--- config.mk ---
export PLATFORM = sky130hd
export DESIGN_NAME = matrix_cmd_loader
export DESIGN_NICKNAME = d
export VERILOG_FILES = /design/src/rtl/matrix_pkg.sv /design/src/rtl/matrix_cmd_loader.sv
export SDC_FILE = /design/constraint.sdc
export NUM_CORES = 1
export LEC_CHECK = 0
export BUFFER_PORTS_ARGS = -buffer_cell sky130_fd_sc_hd__buf_2
export CAP_MARGIN = 20
export CELL_PAD_IN_SITES_DETAIL_PLACEMENT = 2
export CELL_PAD_IN_SITES_GLOBAL_PLACEMENT = 2
export CORE_MARGIN = 3
export CORE_UTILIZATION = 32
export DETAILED_ROUTE_END_ITERATION = 10
export PLACE_DENSITY_LB_ADDON = 0.1
export SLEW_MARGIN = 20
export SYNTH_ARGS = -nofsm -noshare
export SYNTH_HDL_FRONTEND = slang
export SYNTH_SLANG_ARGS = --single-unit
--- constraint.sdc ---
create_clock -name clk -period 3 [get_ports clk]
set_clock_uncertainty 0.15 [all_clocks]
set_input_delay 0.3 -clock clk [delete_from_list [all_inputs] [get_ports clk]]
set_output_delay 0.3 -clock clk [all_outputs]
set_load 0.02 [all_outputs]
--- src/rtl/matrix_pkg.sv ---
// Shared definitions for the MatrixMath command front end.
//
// Contents:
//   ELEM_W         - matrix element width in bits
//   OP_*           - command opcodes recognised by matrix_cmd_loader
//   loader_state_t - loader FSM state encoding
//
// Build option: MATRIX_CMD_CHECKSUM_EN adds the checksum state ST_CHK.
package matrix_pkg;

    localparam int unsigned ELEM_W = 8;

    localparam logic [7:0] OP_LOAD_A = 8'hCA;
    localparam logic [7:0] OP_LOAD_B = 8'hCB;
    localparam logic [7:0] OP_START  = 8'hBB;
    localparam logic [7:0] OP_CLEAR  = 8'hEE;

    typedef enum logic [2:0] {
        ST_IDLE,
        ST_LOAD_A,
        ST_LOAD_B,
`ifdef MATRIX_CMD_CHECKSUM_EN
        ST_CHK,
`endif
        ST_START
    } loader_state_t;

endpackage

--- src/rtl/matrix_cmd_loader.sv ---
// Byte-stream command loader for the MatrixMath core.
//
// Decodes opcodes from an 8-bit valid/ready stream, assembles matrices A and
// B (row-major, element k at bits [8k+7:8k]) and issues a one-cycle start
// pulse. op_busy from the core back-pressures the stream.
//
// Ports:
//   clk, rst         - clock, synchronous active-high reset
//   in_data/in_valid - command/operand byte and its valid flag
//   in_ready         - byte accepted when in_valid & in_ready
//   op_busy          - MatrixMath busy; stalls byte acceptance
//   mat_a, mat_b     - assembled operand matrices
//   a_valid, b_valid - matrix fully loaded
//   op_start         - one-cycle start pulse to MatrixMath
//   err              - sticky protocol error, cleared by 0xEE or rst
//
// Build option: MATRIX_CMD_CHECKSUM_EN - each load is followed by an XOR
// checksum byte that must match before the matrix is marked valid.
module matrix_cmd_loader
    import matrix_pkg::*;
#(
    parameter int unsigned DIM = 2
) (
    input  logic                         clk,
    input  logic                         rst,
    input  logic [7:0]                   in_data,
    input  logic                         in_valid,
    output logic                         in_ready,
    input  logic                         op_busy,
    output logic [ELEM_W*DIM*DIM-1:0]    mat_a,
    output logic [ELEM_W*DIM*DIM-1:0]    mat_b,
    output logic                         a_valid,
    output logic                         b_valid,
    output logic                         op_start,
    output logic                         err
);

    localparam int unsigned N     = DIM * DIM;
    localparam int unsigned CNT_W = (N > 1) ? $clog2(N) : 1;

    loader_state_t      state, next_state;
    logic [CNT_W-1:0]   cnt;
    logic               accept;
    logic               last_elem;
`ifdef MATRIX_CMD_CHECKSUM_EN
    logic [ELEM_W-1:0]  csum;
    logic               chk_b;   // checksum belongs to matrix B
`endif

    assign in_ready  = !rst && !op_busy && (state != ST_START);
    assign accept    = in_valid && in_ready;
    assign last_elem = (cnt == CNT_W'(N - 1));

    always_comb begin
        next_state = state;
        case (state)
            ST_IDLE: begin
                if (accept) begin
                    case (in_data)
                        OP_LOAD_A: next_state = ST_LOAD_A;
                        OP_LOAD_B: next_state = ST_LOAD_B;
                        OP_START:  if (a_valid && b_valid) next_state = ST_START;
                        default:   next_state = ST_IDLE;
                    endcase
                end
            end
            ST_LOAD_A, ST_LOAD_B: begin
                if (accept && last_elem) begin
`ifdef MATRIX_CMD_CHECKSUM_EN
                    next_state = ST_CHK;
`else
                    next_state = ST_IDLE;
`endif
                end
            end
`ifdef MATRIX_CMD_CHECKSUM_EN
            ST_CHK:   if (accept) next_state = ST_IDLE;
`endif
            ST_START: next_state = ST_IDLE;
            default:  next_state = ST_IDLE;
        endcase
    end

    always_ff @(posedge clk) begin
        if (rst) state <= ST_IDLE;
        else     state <= next_state;
    end

    always_ff @(posedge clk) begin
        if (rst) begin
            cnt      <= '0;
            mat_a    <= '0;
            mat_b    <= '0;
            a_valid  <= 1'b0;
            b_valid  <= 1'b0;
            op_start <= 1'b0;
            err      <= 1'b0;
`ifdef MATRIX_CMD_CHECKSUM_EN
            csum     <= '0;
            chk_b    <= 1'b0;
`endif
        end else begin
            // START is only ever entered from IDLE on a granted 0xBB
            op_start <= (next_state == ST_START);
            if (accept) begin
                case (state)
                    ST_IDLE: begin
                        case (in_data)
                            OP_LOAD_A: begin
                                a_valid <= 1'b0;
                                cnt     <= '0;
`ifdef MATRIX_CMD_CHECKSUM_EN
                                csum    <= '0;
                                chk_b   <= 1'b0;
`endif
                            end
                            OP_LOAD_B: begin
                                b_valid <= 1'b0;
                                cnt     <= '0;
`ifdef MATRIX_CMD_CHECKSUM_EN
                                csum    <= '0;
                                chk_b   <= 1'b1;
`endif
                            end
                            OP_START: begin
                                if (!(a_valid && b_valid)) err <= 1'b1;
                            end
                            OP_CLEAR: begin
                                mat_a   <= '0;
                                mat_b   <= '0;
                                a_valid <= 1'b0;
                                b_valid <= 1'b0;
                                err     <= 1'b0;
                            end
                            default: err <= 1'b1;
                        endcase
                    end
                    ST_LOAD_A: begin
                        mat_a[cnt*ELEM_W +: ELEM_W] <= in_data;
                        cnt <= cnt + 1'b1;
`ifdef MATRIX_CMD_CHECKSUM_EN
                        csum <= csum ^ in_data;
`else
                        if (last_elem) a_valid <= 1'b1;
`endif
                    end
                    ST_LOAD_B: begin
                        mat_b[cnt*ELEM_W +: ELEM_W] <= in_data;
                        cnt <= cnt + 1'b1;
`ifdef MATRIX_CMD_CHECKSUM_EN
                        csum <= csum ^ in_data;
`else
                        if (last_elem) b_valid <= 1'b1;
`endif
                    end
`ifdef MATRIX_CMD_CHECKSUM_EN
                    ST_CHK: begin
                        if (in_data == csum) begin
                            if (chk_b) b_valid <= 1'b1;
                            else       a_valid <= 1'b1;
                        end else begin
                            err <= 1'b1;
                        end
                    end
`endif
                    default: ;
                endcase
            end
        end
    end

endmodule

==> results of run 1 <==
[stage by stage]
step / util (%) / setup WS, ns / power, mW
CTS: 41.10 / 0.4142 / 2.086
floorplan: - / 0.6098 / 1.054
global placement: 38.72 / 0.3399 / 1.098
detailed placement: 38.72 / 0.2863 / 1.100
finish: 41.10 / 0.4083 / 2.052
global route: 41.10 / 0.1850 / 2.146
[cell usage after synthesis (2+ instances only)]
cell       n
nand2b_1  65
nand3_1    2
nand4b_1   3
mux2i_1   64
nor2b_1    9
nand2_1   68
nor2_1    18
or3b_2     4
and2_1     2
nor3_1     2
o21ai_0    3
a31oi_1    2
ha_1       5
buf_1      2
a31oi_2    6
clkbuf_1  14
or4bb_1    3
a21oi_1    4
inv_1      4
nand4_1    2
dfxtp_1   73
[critical path, cell delays in order, from the launching register on]
cell and delay (ns):
dfxtp_1 0.50, inv_1 0.13, ha_1 0.38, or4bb_1 0.52
nor2_1 0.51, nand2_1 0.13, mux2i_1 0.19
[routing by layer]
layer / up-vias / wire length, µm / global-route usage (%)
li1: 1438 / - / -
met1: 1465 / 5225 / 24.52
met2: 61 / 5167 / 29.69
met3: 8 / 345 / 4.258
met4: 0 / 94 / 3.695
met5: - / 0 / 0
[how the worst max path moves through the flow]
stage / start / end / slack [ns] / depth (start not counted)
after floorplan: rst / mat_b[16]$_SDFFE_PP0P_ / 0.61 / 5
after global placement: op_busy / mat_b[20]$_SDFFE_PP0P_ / 0.34 / 5
after detailed placement: op_busy / mat_b[20]$_SDFFE_PP0P_ / 0.29 / 5
after CTS: state[2]$_SDFF_PP0_ / mat_b[18]$_SDFFE_PP0P_ / 0.41 / 4
after global routing: cnt[0]$_SDFFE_PP0P_ / mat_a[19]$_SDFFE_PP0P_ / 0.18 / 6
final: cnt[0]$_SDFFE_PP0P_ / mat_a[5]$_SDFFE_PP0P_ / 0.41 / 6
[power breakdown]
group	leakage [nW]	switching [mW]	internal [mW]	total (mW)
logic	1.36	0.0629	0.0389	0.102
registers	0.588	0.00335	0.970	0.974
clock network	0.126	0.379	0.597	0.976
total	2.07	0.446	1.61	2.05
[cells by family after synthesis]
kind of cell	after synthesis
xor+xnor	1
buf+inv	21
fa+ha+maj	5
compound gates	26
flops	73
simple gates	187
mux	64
other cells	1
[final cells by class]
cell class | count | area share [%]
Clock inverter | 4 | 2.289
Multi-Input combinational cell | 284 | 45.42
Clock buffer | 11 | 3.505
Inverter | 4 | 0.3476
Timing Repair Buffer | 88 | 10.66
Sequential cell | 73 | 33.84
Tap cell | 136 | 3.940
[state kept, by name, summed over array words and instances (netlist names)]
| signal | flops |
|---|---|
| mat_b | 32 |
| err | 1 |
| mat_a | 32 |
| b_valid | 1 |
| cnt | 2 |
| a_valid | 1 |
| state | 3 |
| op_start | 1 |
==> results.md, run 1 <==
- I/O pins: 81
- Clk buf depth: 2
- First-pass GRT wire length: 17880 µm
- Max-slew violations: 0
- Area occupied by multi-input gates: 0.001962 mm²
- Largest net degree at the start of global routing: 47
- Number of flops mapped to enable cells by yosys: 0
- Mapped Area: 0.003510 mm²
- Adder-cell share of the synthesized area: 1.783%
- Pleak: 2.074 nW
- Fillers: 1174
- Setup TNS: 0 ns
- Cell taking the most area after synthesis: dfxtp_1
- PD cells: 475.0 mW/mm²
- CTS tree: yes
- Final cycle utilization of the critical path: 86.39%
- Remaining antenna violation count: 0
- Finish-stage setup viols: 0
- Mux cell area share after synthesis: 18.25%
- Placed Cells: 585
- Post-synthesis simple-gate area fraction: 28.98%
- Path depth of the worst reg2reg path: 6
- Min-Delay Startpoint: in_data[2]
- Syn_area_per_cell: 9.285 µm²
- Maximum Capacitance Violations: 0
- CP Class: flop to flop
- Crit path launch type: flop
- Layout cells sized above 1: 25.65%
- Required @ worst endpoint: 3.11 ns
- RSZ-0062 raised after global routing: no
- Worst r2r dst: mat_a[5]$_SDFFE_PP0P_
- Drt total wl: 10830 µm
- CTS Root Cell: clkbuf_8
- Hold-fix buffers, CTS: 0
- Cell variety after synth: 44
- Post-Syn Nets: 395
- Min Tclk post-route: 2.592 ns
- Count of input and output buffers: 80
- Die Ht: 110.7 µm
- DP Wirelength: 7734 µm
- FFs w/ async S/R, synth: 0%
- Reg clk slew, reported paths: 0.08 ns
- Routed wire per std cell: 18.05 µm
- Critical path fanouts, max: 9
- Initial antenna violation count: 0
- DRC Markers: 0
- Via density: 4.953
- Starting density of the core: 33.40%
- Most common cell after layout, fill and taps aside: buf_2
- Max IR drop VDD: 0.1723 mV
- Area delta synth->final: 23.07%
- FMAX: 0.3859 GHz
- Fin nets: 477
- Yosys reg bits: 73
- # diodes: 0
- CTS buffer count: 9
- Dpl cell area: 0.004069 mm²
- Finished Layout Cells: 600
- Post_cts resized: 0
- Row count: 37
- Hold EP: mat_b[26]$_SDFFE_PP0P_
- Largest cells by area after synthesis: dfxtp_1 (42%), mux2i_1 (18%), nand2b_1 (12%)
- Synth warn: 0
- Vias: 2972
- Final Cell Area: 0.004319 mm²
- GR Util All Layers: 18.15%
- Clock latency on the worst-skew pair: 0.35 ns
- DR pass1 iterations: 4
- Commonest cells after routing, fill and taps aside: buf_2 (80), dfxtp_1 (73), nand2_1 (68)
- Status: finished, final reports clean
- Top FF cell, synth: dfxtp_1
- DIE WIDTH: 110.7 µm
- Hold WC Path Type: primary input to flop
- Critical path endpoint category: flop
- Post-synthesis compound-gate area fraction: 6.524%
- H-tree depth: 3
- Grt ovf: 0
- Final RePlAce weighted congestion: 0.7843
- DIE AREA: 0.01226 mm²
- # Post-CTS Setup Buffers: 0
- Number of global-route vias before repair: 3223
- Reg-to-reg setup timing slack: 0.41 ns
- Seq/Total Area, Yosys: 41.64%
- Starting DRT DRC Count: 116
- Synth Area in XOR/XNOR: 0.2496%
- Final hold vios: 0
- Synth Instances: 378
- Final hold slack: 0.08833 ns
- Slew at the pin closest to its max-slew limit: 0.8565 ns
- Slew headroom: 42.78%
- Clk sinks: 73
- Yosys top cell area share: 41.64%
- FF+latch area: 0.001461 mm²
- Largest family of logic cells by synthesized area: simple AND/OR/NAND/NOR gates
- Hold Crit Depth: 3
- Worst r2r src: cnt[0]$_SDFFE_PP0P_
- CP Data Arrival Time: 2.70 ns
- Core Area: 0.01051 mm²
Power figures use the tool's default switching activity.
==> run 2, diff against run 1 <==
--- a/config.mk
+++ b/config.mk
@@ -5,13 +5,15 @@
 export SDC_FILE = /design/constraint.sdc
 export NUM_CORES = 1
 export LEC_CHECK = 0
+export ABC_AREA = 1
 export BUFFER_PORTS_ARGS = -buffer_cell sky130_fd_sc_hd__buf_2
 export CAP_MARGIN = 20
 export CELL_PAD_IN_SITES_DETAIL_PLACEMENT = 2
 export CELL_PAD_IN_SITES_GLOBAL_PLACEMENT = 2
 export CORE_MARGIN = 3
-export CORE_UTILIZATION = 32
+export CORE_UTILIZATION = 30
 export DETAILED_ROUTE_END_ITERATION = 10
+export GPL_ROUTABILITY_DRIVEN = 0
 export PLACE_DENSITY_LB_ADDON = 0.1
 export SLEW_MARGIN = 20
 export SYNTH_ARGS = -nofsm -noshare
==> results.md, run 2 <==
- Finish-stage setup viols: 0 (unchanged)
- Final Cell Area: 0.004546 mm² (+5.2%)
- Critical path endpoint category: flop
- Placed Cells: 769 (+31%)
- Maximum Capacitance Violations: 0 (unchanged)
- CTS buffer count: 9 (unchanged)
- Row count: 40 (+8.1%)
- Via density: 5.110 (+3.2%)
- Mapped Area: 0.003787 mm² (+7.9%)
- DIE WIDTH: 118.4 µm (+6.9%)
- CTS tree: yes
- Clk sinks: 73 (unchanged)
- Slew at the pin closest to its max-slew limit: 0.7584 ns (-0.09808 ns)
- Slowest CP cell: nor3_2
- Max IR drop VDD: 0.2208 mV (+28%)
- DRC Markers: 0 (unchanged)
- Pleak: 1.827 nW (-12%)
- I/O pins: 81 (unchanged)
- Max-slew violations: 0 (unchanged)
- Fin nets: 629 (+32%)
- First-pass GRT wire length: 21890 µm (+22%)
- Most common cell after layout, fill and taps aside: nand2_1
- DP Wirelength: 9691 µm (+25%)
- Buf/Inv on CP: 1 (unchanged)
- Overall Power: 2.148 mW (+4.7%)
- Yosys reg bits: 73 (unchanged)
- Cell taking the most area after synthesis: dfxtp_1
- Yosys top cell area share: 38.59% (-3.1 points)
- DIE AREA: 0.01401 mm² (+14%)
- Top FF cell, synth: dfxtp_1
- Die Ht: 118.4 µm (+6.9%)
- Hold-fix buffers, CTS: 0 (unchanged)
- Commonest cells after routing, fill and taps aside: nand2_1 (122), nor2_1 (82), buf_2 (80)
- Grt ovf: 0 (unchanged)
- Layout cells sized above 1: 20.94% (-4.7 points)
- Post-Syn Nets: 562 (+42%)
- Crit-path max cell delay: 0.46 ns (-0.06 ns)
- Count leader, synth: nand2_1
- Number of flops mapped to enable cells by yosys: 0 (unchanged)
- Dpl cell area: 0.004268 mm² (+4.9%)
- Top post-synthesis cells by count: nand2_1 (122), nor2_1 (82), dfxtp_1 (73)
- Final cycle utilization of the critical path: 72.49% (-14 points)
- Reg clk slew, reported paths: 0.06 ns (-0.02 ns)
- Number of global-route vias before repair: 4292 (+33%)
- Worst path top cell family by delay: simple AND/OR/NAND/NOR gates
- Syn_area_per_cell: 6.949 µm² (-25%)
- Post_cts resized: 0 (unchanged)
- H-tree depth: 3 (unchanged)
- Final hold slack: 0.2231 ns (+0.1347 ns)
- Final hold vios: 0 (unchanged)
- GR Util All Layers: 19.28% (+1.1 points)
- Clk buf depth: 2 (unchanged)
- Fillers: 1474 (+26%)
- Biggest regs: mat_a (32), mat_b (32), state (3)
- Count of input and output buffers: 80 (unchanged)
- Synth Instances: 545 (+44%)
- Hold WC Path Type: primary input to flop
- Crit path launch type: flop
- PD cells: 472.5 mW/mm² (-0.53%)
- FMAX: 0.4598 GHz (+19%)
- # diodes: 0 (unchanged)
- Clock latency on the worst-skew pair: 0.34 ns (about the same)
- DR pass1 iterations: 4 (unchanged)
- Cell variety after synth: 25 (-43%)
- Area delta synth->final: 20.02%
- CP Data Arrival Time: 2.29 ns (-0.41 ns)
- # Post-CTS Setup Buffers: 0 (unchanged)
- CP Class: flop to flop
- Vias: 4006 (+35%)
- Min Tclk post-route: 2.175 ns (-0.4170 ns)
- FFs w/ async S/R, synth: 0% (unchanged)
- Finished Layout Cells: 784 (+31%)
- Synth warn: 0 (unchanged)
- Largest net degree at the start of global routing: 70 (+49%)
- Remaining antenna violation count: 0 (unchanged)
- Setup TNS: 0 ns (unchanged)
- Critical path, cell by cell: inv_1 > ha_1 > nor3_2 > nand3_1 > nor2_1 > nand4_1 > a21oi_1
- CTS Root Cell: clkbuf_16
- Seq/Total Area, Yosys: 38.59% (-3.1 points)
- Status: finished, final reports clean
- Critical path fanouts, max: 8 (-1)
- Slew headroom: 49.44% (+6.7 points)
- Routed wire per std cell: 16.80 µm (-6.9%)
- Required @ worst endpoint: 3.12 ns (about the same)
- Starting DRT DRC Count: 187 (+61%)
- Initial antenna violation count: 0 (unchanged)
- Core Area: 0.01216 mm² (+16%)
- Starting density of the core: 31.14% (-2.3 points)
- Largest cells by area after synthesis: dfxtp_1 (39%), nand2_1 (12%), nand4_1 (11%)
- Drt total wl: 13170 µm (+22%)
- RSZ-0062 raised after global routing: no
## run 2: cell types whose count changed in the layout (fill, tap and decap cells not counted), sizes merged, moves of 4 or more
cell,delta
a21oi,+65
a31oi,-8
clkinv,+4
inv,+30
mux2i,-64
nand2,+67
nand2b,-65
nand3,+37
nand4,+65
nor2,+67
nor2b,-9
or3b,-4
## run 2: cell type report
| type | count | area, µm² | area share (%) |
|---|---|---|---|
| Clock buffer | 11 | 232.7 | 5.120 |
| Timing Repair Buffer | 86 | 457.9 | 10.07 |
| Sequential cell | 73 | 1461 | 32.15 |
| Clock inverter | 4 | 45.04 | 0.9909 |
| Inverter | 36 | 137.6 | 3.028 |
| Tap cell | 168 | 210.2 | 4.624 |
| Multi-Input combinational cell | 406 | 2001 | 44.01 |
## run 2: path summary, 6_finish.rpt
kind | start | endpoint | slack [ns] | cells past startpoint
setup reg to reg | cnt[1]$_SDFFE_PP0P_ | mat_a[6]$_SDFFE_PP0P_ | 0.83 | 7
hold / removal | in_valid | err$_SDFFE_PP0P_ | 0.22 | 5
setup / recovery | cnt[1]$_SDFFE_PP0P_ | mat_a[6]$_SDFFE_PP0P_ | 0.83 | 7
hold reg to reg | mat_a[12]$_SDFFE_PP0P_ | mat_a[12]$_SDFFE_PP0P_ | 0.31 | 2
## run 2: tightest hold or removal path, stage by stage
cell,delay (ns)
buf_2,0.10
nand2_1,0.07
nor2_1,0.06
nand3_1,0.07
a21oi_1,0.06
## run 2: per-layer routing
layer | vias to the layer above | share of wire (%) | track usage [%]
li1 | 1962 | - | -
met1 | 1954 | 45 | 23.43
met2 | 67 | 49 | 33.40
met3 | 23 | 3.3 | 3.493
met4 | 0 | 2.3 | 7.985
met5 | - | 0 | 0
## run 2: power breakdown
group,switching (mW),internal (mW)
clock,0.415,0.635
combinational,0.0939,0.0290
sequential,0.00263,0.972
## run 2: cell families (layout without fill, tap and decap cells)
family	after synthesis	count (layout)	synth area share (%)
DFF	73	73	38.59
adders and majority gates	5	5	1.652
buffers and inverters	66	137	8.589
and+or+nand+nor	329	329	41.69
other	1	1	0.09901
AOI/OAI and AO/OA	71	71	9.382
## run 2: stage by stage
| step | utilization, % | setup slack, ns |
|---|---|---|
| CTS | 37.38 | 0.8309 |
| global placement | 35.09 | 0.8944 |
| finish | 37.38 | 0.8254 |
| detailed placement | 35.09 | 0.8511 |
| global route | 37.38 | 0.5808 |
| floorplan | - | 0.9321 |
==> run 3, diff against run 2 <==
--- a/config.mk
+++ b/config.mk
@@ -11,7 +11,7 @@
 export CELL_PAD_IN_SITES_DETAIL_PLACEMENT = 2
 export CELL_PAD_IN_SITES_GLOBAL_PLACEMENT = 2
 export CORE_MARGIN = 3
-export CORE_UTILIZATION = 30
+export CORE_UTILIZATION = 27
 export DETAILED_ROUTE_END_ITERATION = 10
 export GPL_ROUTABILITY_DRIVEN = 0
 export PLACE_DENSITY_LB_ADDON = 0.1
==> constraint.sdc (replaced) <==
create_clock -name clk -period 1.8 [get_ports clk]
set_clock_uncertainty 0.15 [all_clocks]
set_input_delay 0.18 -clock clk [delete_from_list [all_inputs] [get_ports clk]]
set_output_delay 0.18 -clock clk [all_outputs]
set_load 0.02 [all_outputs]
==> results.md, run 3 (synthesis gave the netlist of run 2 again) <==
- Status: finished with violations
- Failing checks: setup timing
- Hold Crit Depth: 5 (unchanged)
- Most common cell after layout, fill and taps aside: nand2_1
- Max IR drop VDD: 0.4349 mV (+97%)
- Hold WC Path Type: primary input to flop
- CP Data Arrival Time: 1.97 ns (-0.32 ns)
- Biggest regs: mat_a (32), mat_b (32), state (3)
- Worst r2r dst: mat_a[12]$_SDFFE_PP0P_
- Reg-to-reg setup timing slack: -0.05 ns (-0.87 ns)
- Starting density of the core: 28.15% (-3.0 points)
- Fillers: 1637 (+11%)
- CP Class: flop to flop
- Area delta synth->final: 37.99%
- Clk buf depth: 2 (unchanged)
- CTS tree: yes
- First-pass GRT wire length: 23490 µm (+7.3%)
- Die Ht: 124.4 µm (+5.1%)
- Drt total wl: 15040 µm (+14%)
- Hold EP: err$_SDFFE_PP0P_
- Routed wire per std cell: 18.23 µm (+8.5%)
- Count of input and output buffers: 80 (unchanged)
- Final hold slack: 0.1323 ns (-0.09082 ns)
- Layout cells sized above 1: 34.21% (+13 points)
- PD cells: 728.1 mW/mm² (+54%)
- # diodes: 0 (unchanged)
- Via density: 5.098 (-0.23%)
- Core Area: 0.01345 mm² (+11%)
- Slew at the pin closest to its max-slew limit: 0.7757 ns (+0.01732 ns)
- RSZ-0062 raised after global routing: yes
- DR pass1 iterations: 4 (unchanged)
- Clk sinks: 73 (unchanged)
- CTS buffer count: 9 (unchanged)
- Remaining antenna violation count: 0 (unchanged)
- Final hold vios: 0 (unchanged)
- Path depth of the worst reg2reg path: 8 (+1)
- Max-slew violations: 0 (unchanged)
- Slew headroom: 48.29% (-1.2 points)
- Critical path fanouts, max: 8 (unchanged)
- Finish-stage setup viols: 4 (+4)
- CTS Root Cell: clkbuf_16
- Starting DRT DRC Count: 157 (-16%)
- Worst r2r src: cnt[1]$_SDFFE_PP0P_
- Pleak: 2.089 nW (+14%)
- Initial antenna violation count: 0 (unchanged)
- Largest net degree at the start of global routing: 70 (unchanged)
- Placed Cells: 800 (+4.0%)
- Min-Delay Startpoint: in_valid
- Vias: 4206 (+5.0%)
- Crit path from: cnt[1]$_SDFFE_PP0P_
- Critical path endpoint category: flop
- Grt ovf: 0 (unchanged)
- FMAX: 0.5408 GHz (+18%)
- Finished Layout Cells: 825 (+5.2%)
- Clock latency on the worst-skew pair: 0.35 ns (about the same)
- I/O pins: 81 (unchanged)
- DIE AREA: 0.01548 mm² (+11%)
- DIE WIDTH: 124.4 µm (+5.1%)
- Number of global-route vias before repair: 4354 (+1.4%)
- Row count: 42 (+5.0%)
- Area occupied by multi-input gates: 0.002313 mm² (+16%)
- Required @ worst endpoint: 1.92 ns (-1.20 ns)
- Maximum Capacitance Violations: 0 (unchanged)
- H-tree depth: 3 (unchanged)
- Setup ws final: -0.04922 ns (-0.8746 ns)
- Crit path launch type: flop
- Min Tclk post-route: 1.849 ns (-0.3254 ns)
- Final cycle utilization of the critical path: 102.7% (+30 points)
- GR Util All Layers: 18.73% (-0.55 points)
- DRC Markers: 0 (unchanged)
- DP Wirelength: 10590 µm (+9.3%)
- Reg clk slew, reported paths: 0.06 ns (about the same)
- Fin nets: 661 (+5.1%)
- Post-place setup slack: -0.06566 ns (-0.9168 ns)
- Hold-fix buffers, CTS: 0 (unchanged)
- Commonest cells after routing, fill and taps aside: nand2_1 (109), buf_2 (80), dfxtp_1 (68)
- FF+latch area: 0.001473 mm² (+0.77%)
-- run 3: worst max-delay path by stage --
stage | end | depth (start not counted) | slack [ns]
floorplan | mat_b[16]$_SDFFE_PP0P_ | 9 | 0.02
global placement | mat_a[2]$_SDFFE_PP0P_ | 7 | 0.008
detailed placement | mat_a[2]$_SDFFE_PP0P_ | 7 | -0.07
CTS | mat_a[10]$_SDFFE_PP0P_ | 7 | 0.0006
global route | mat_a[31]$_SDFFE_PP0P_ | 9 | -0.14
finish | mat_a[12]$_SDFFE_PP0P_ | 8 | -0.05
-- run 3: per-layer routing --
layer | global-route usage (%) | up-vias | wire, µm
li1 | - | 2042 | -
met1 | 23.97 | 2074 | 6765
met2 | 31.33 | 73 | 7638
met3 | 4.245 | 17 | 441
met4 | 5.803 | 0 | 195
met5 | 0 | - | 0
-- run 3: metrics by stage --
stage	power [mW]	utilization (%)	TNS [ns]	instance area (µm²)
5_1_grt	3.977	38.85	-3.146	5226
4_1_cts	3.822	36.35	0	4890
2_1_floorplan	1.808	-	0	3834
3_3_place_gp	1.897	33.55	0	4513
3_5_place_dp	1.904	33.55	-0.7745	4513
6_report	3.805	38.85	-0.1043	5226
-- run 3: final cells by class --
type / instances / share of cell area, %
clock buffer: 12 / 4.908
tap: 176 / 4.214
multi-input combinational: 406 / 44.27
timing repair buffer: 118 / 14.60
clock inverter: 4 / 0.9576
inverter: 36 / 2.873
sequential: 73 / 28.18
-- run 3: worst max-delay path: stages, from the launching register on --
cell	delay, ns
dfxtp_2	0.36
inv_4	0.06
ha_4	0.31
nand2_4	0.06
nor2_4	0.27
nand3_2	0.17
nor2_2	0.15
nand4_1	0.10
a21oi_1	0.15
-- run 3: repair_timing --
item	in CTS	in global routing
setup endpoints to repair	53	66
resized for setup	20	63
pin swaps	7	36
buffers inserted	2	7
-- run 3: power breakdown --
group / leakage [nW] / internal, mW / switching, mW / total (mW)
sequential: 0.591 / 1.62 / 0.00588 / 1.62
combinational: 1.35 / 0.0898 / 0.202 / 0.292
clock: 0.153 / 1.15 / 0.740 / 1.89
total: 2.09 / 2.86 / 0.947 / 3.81
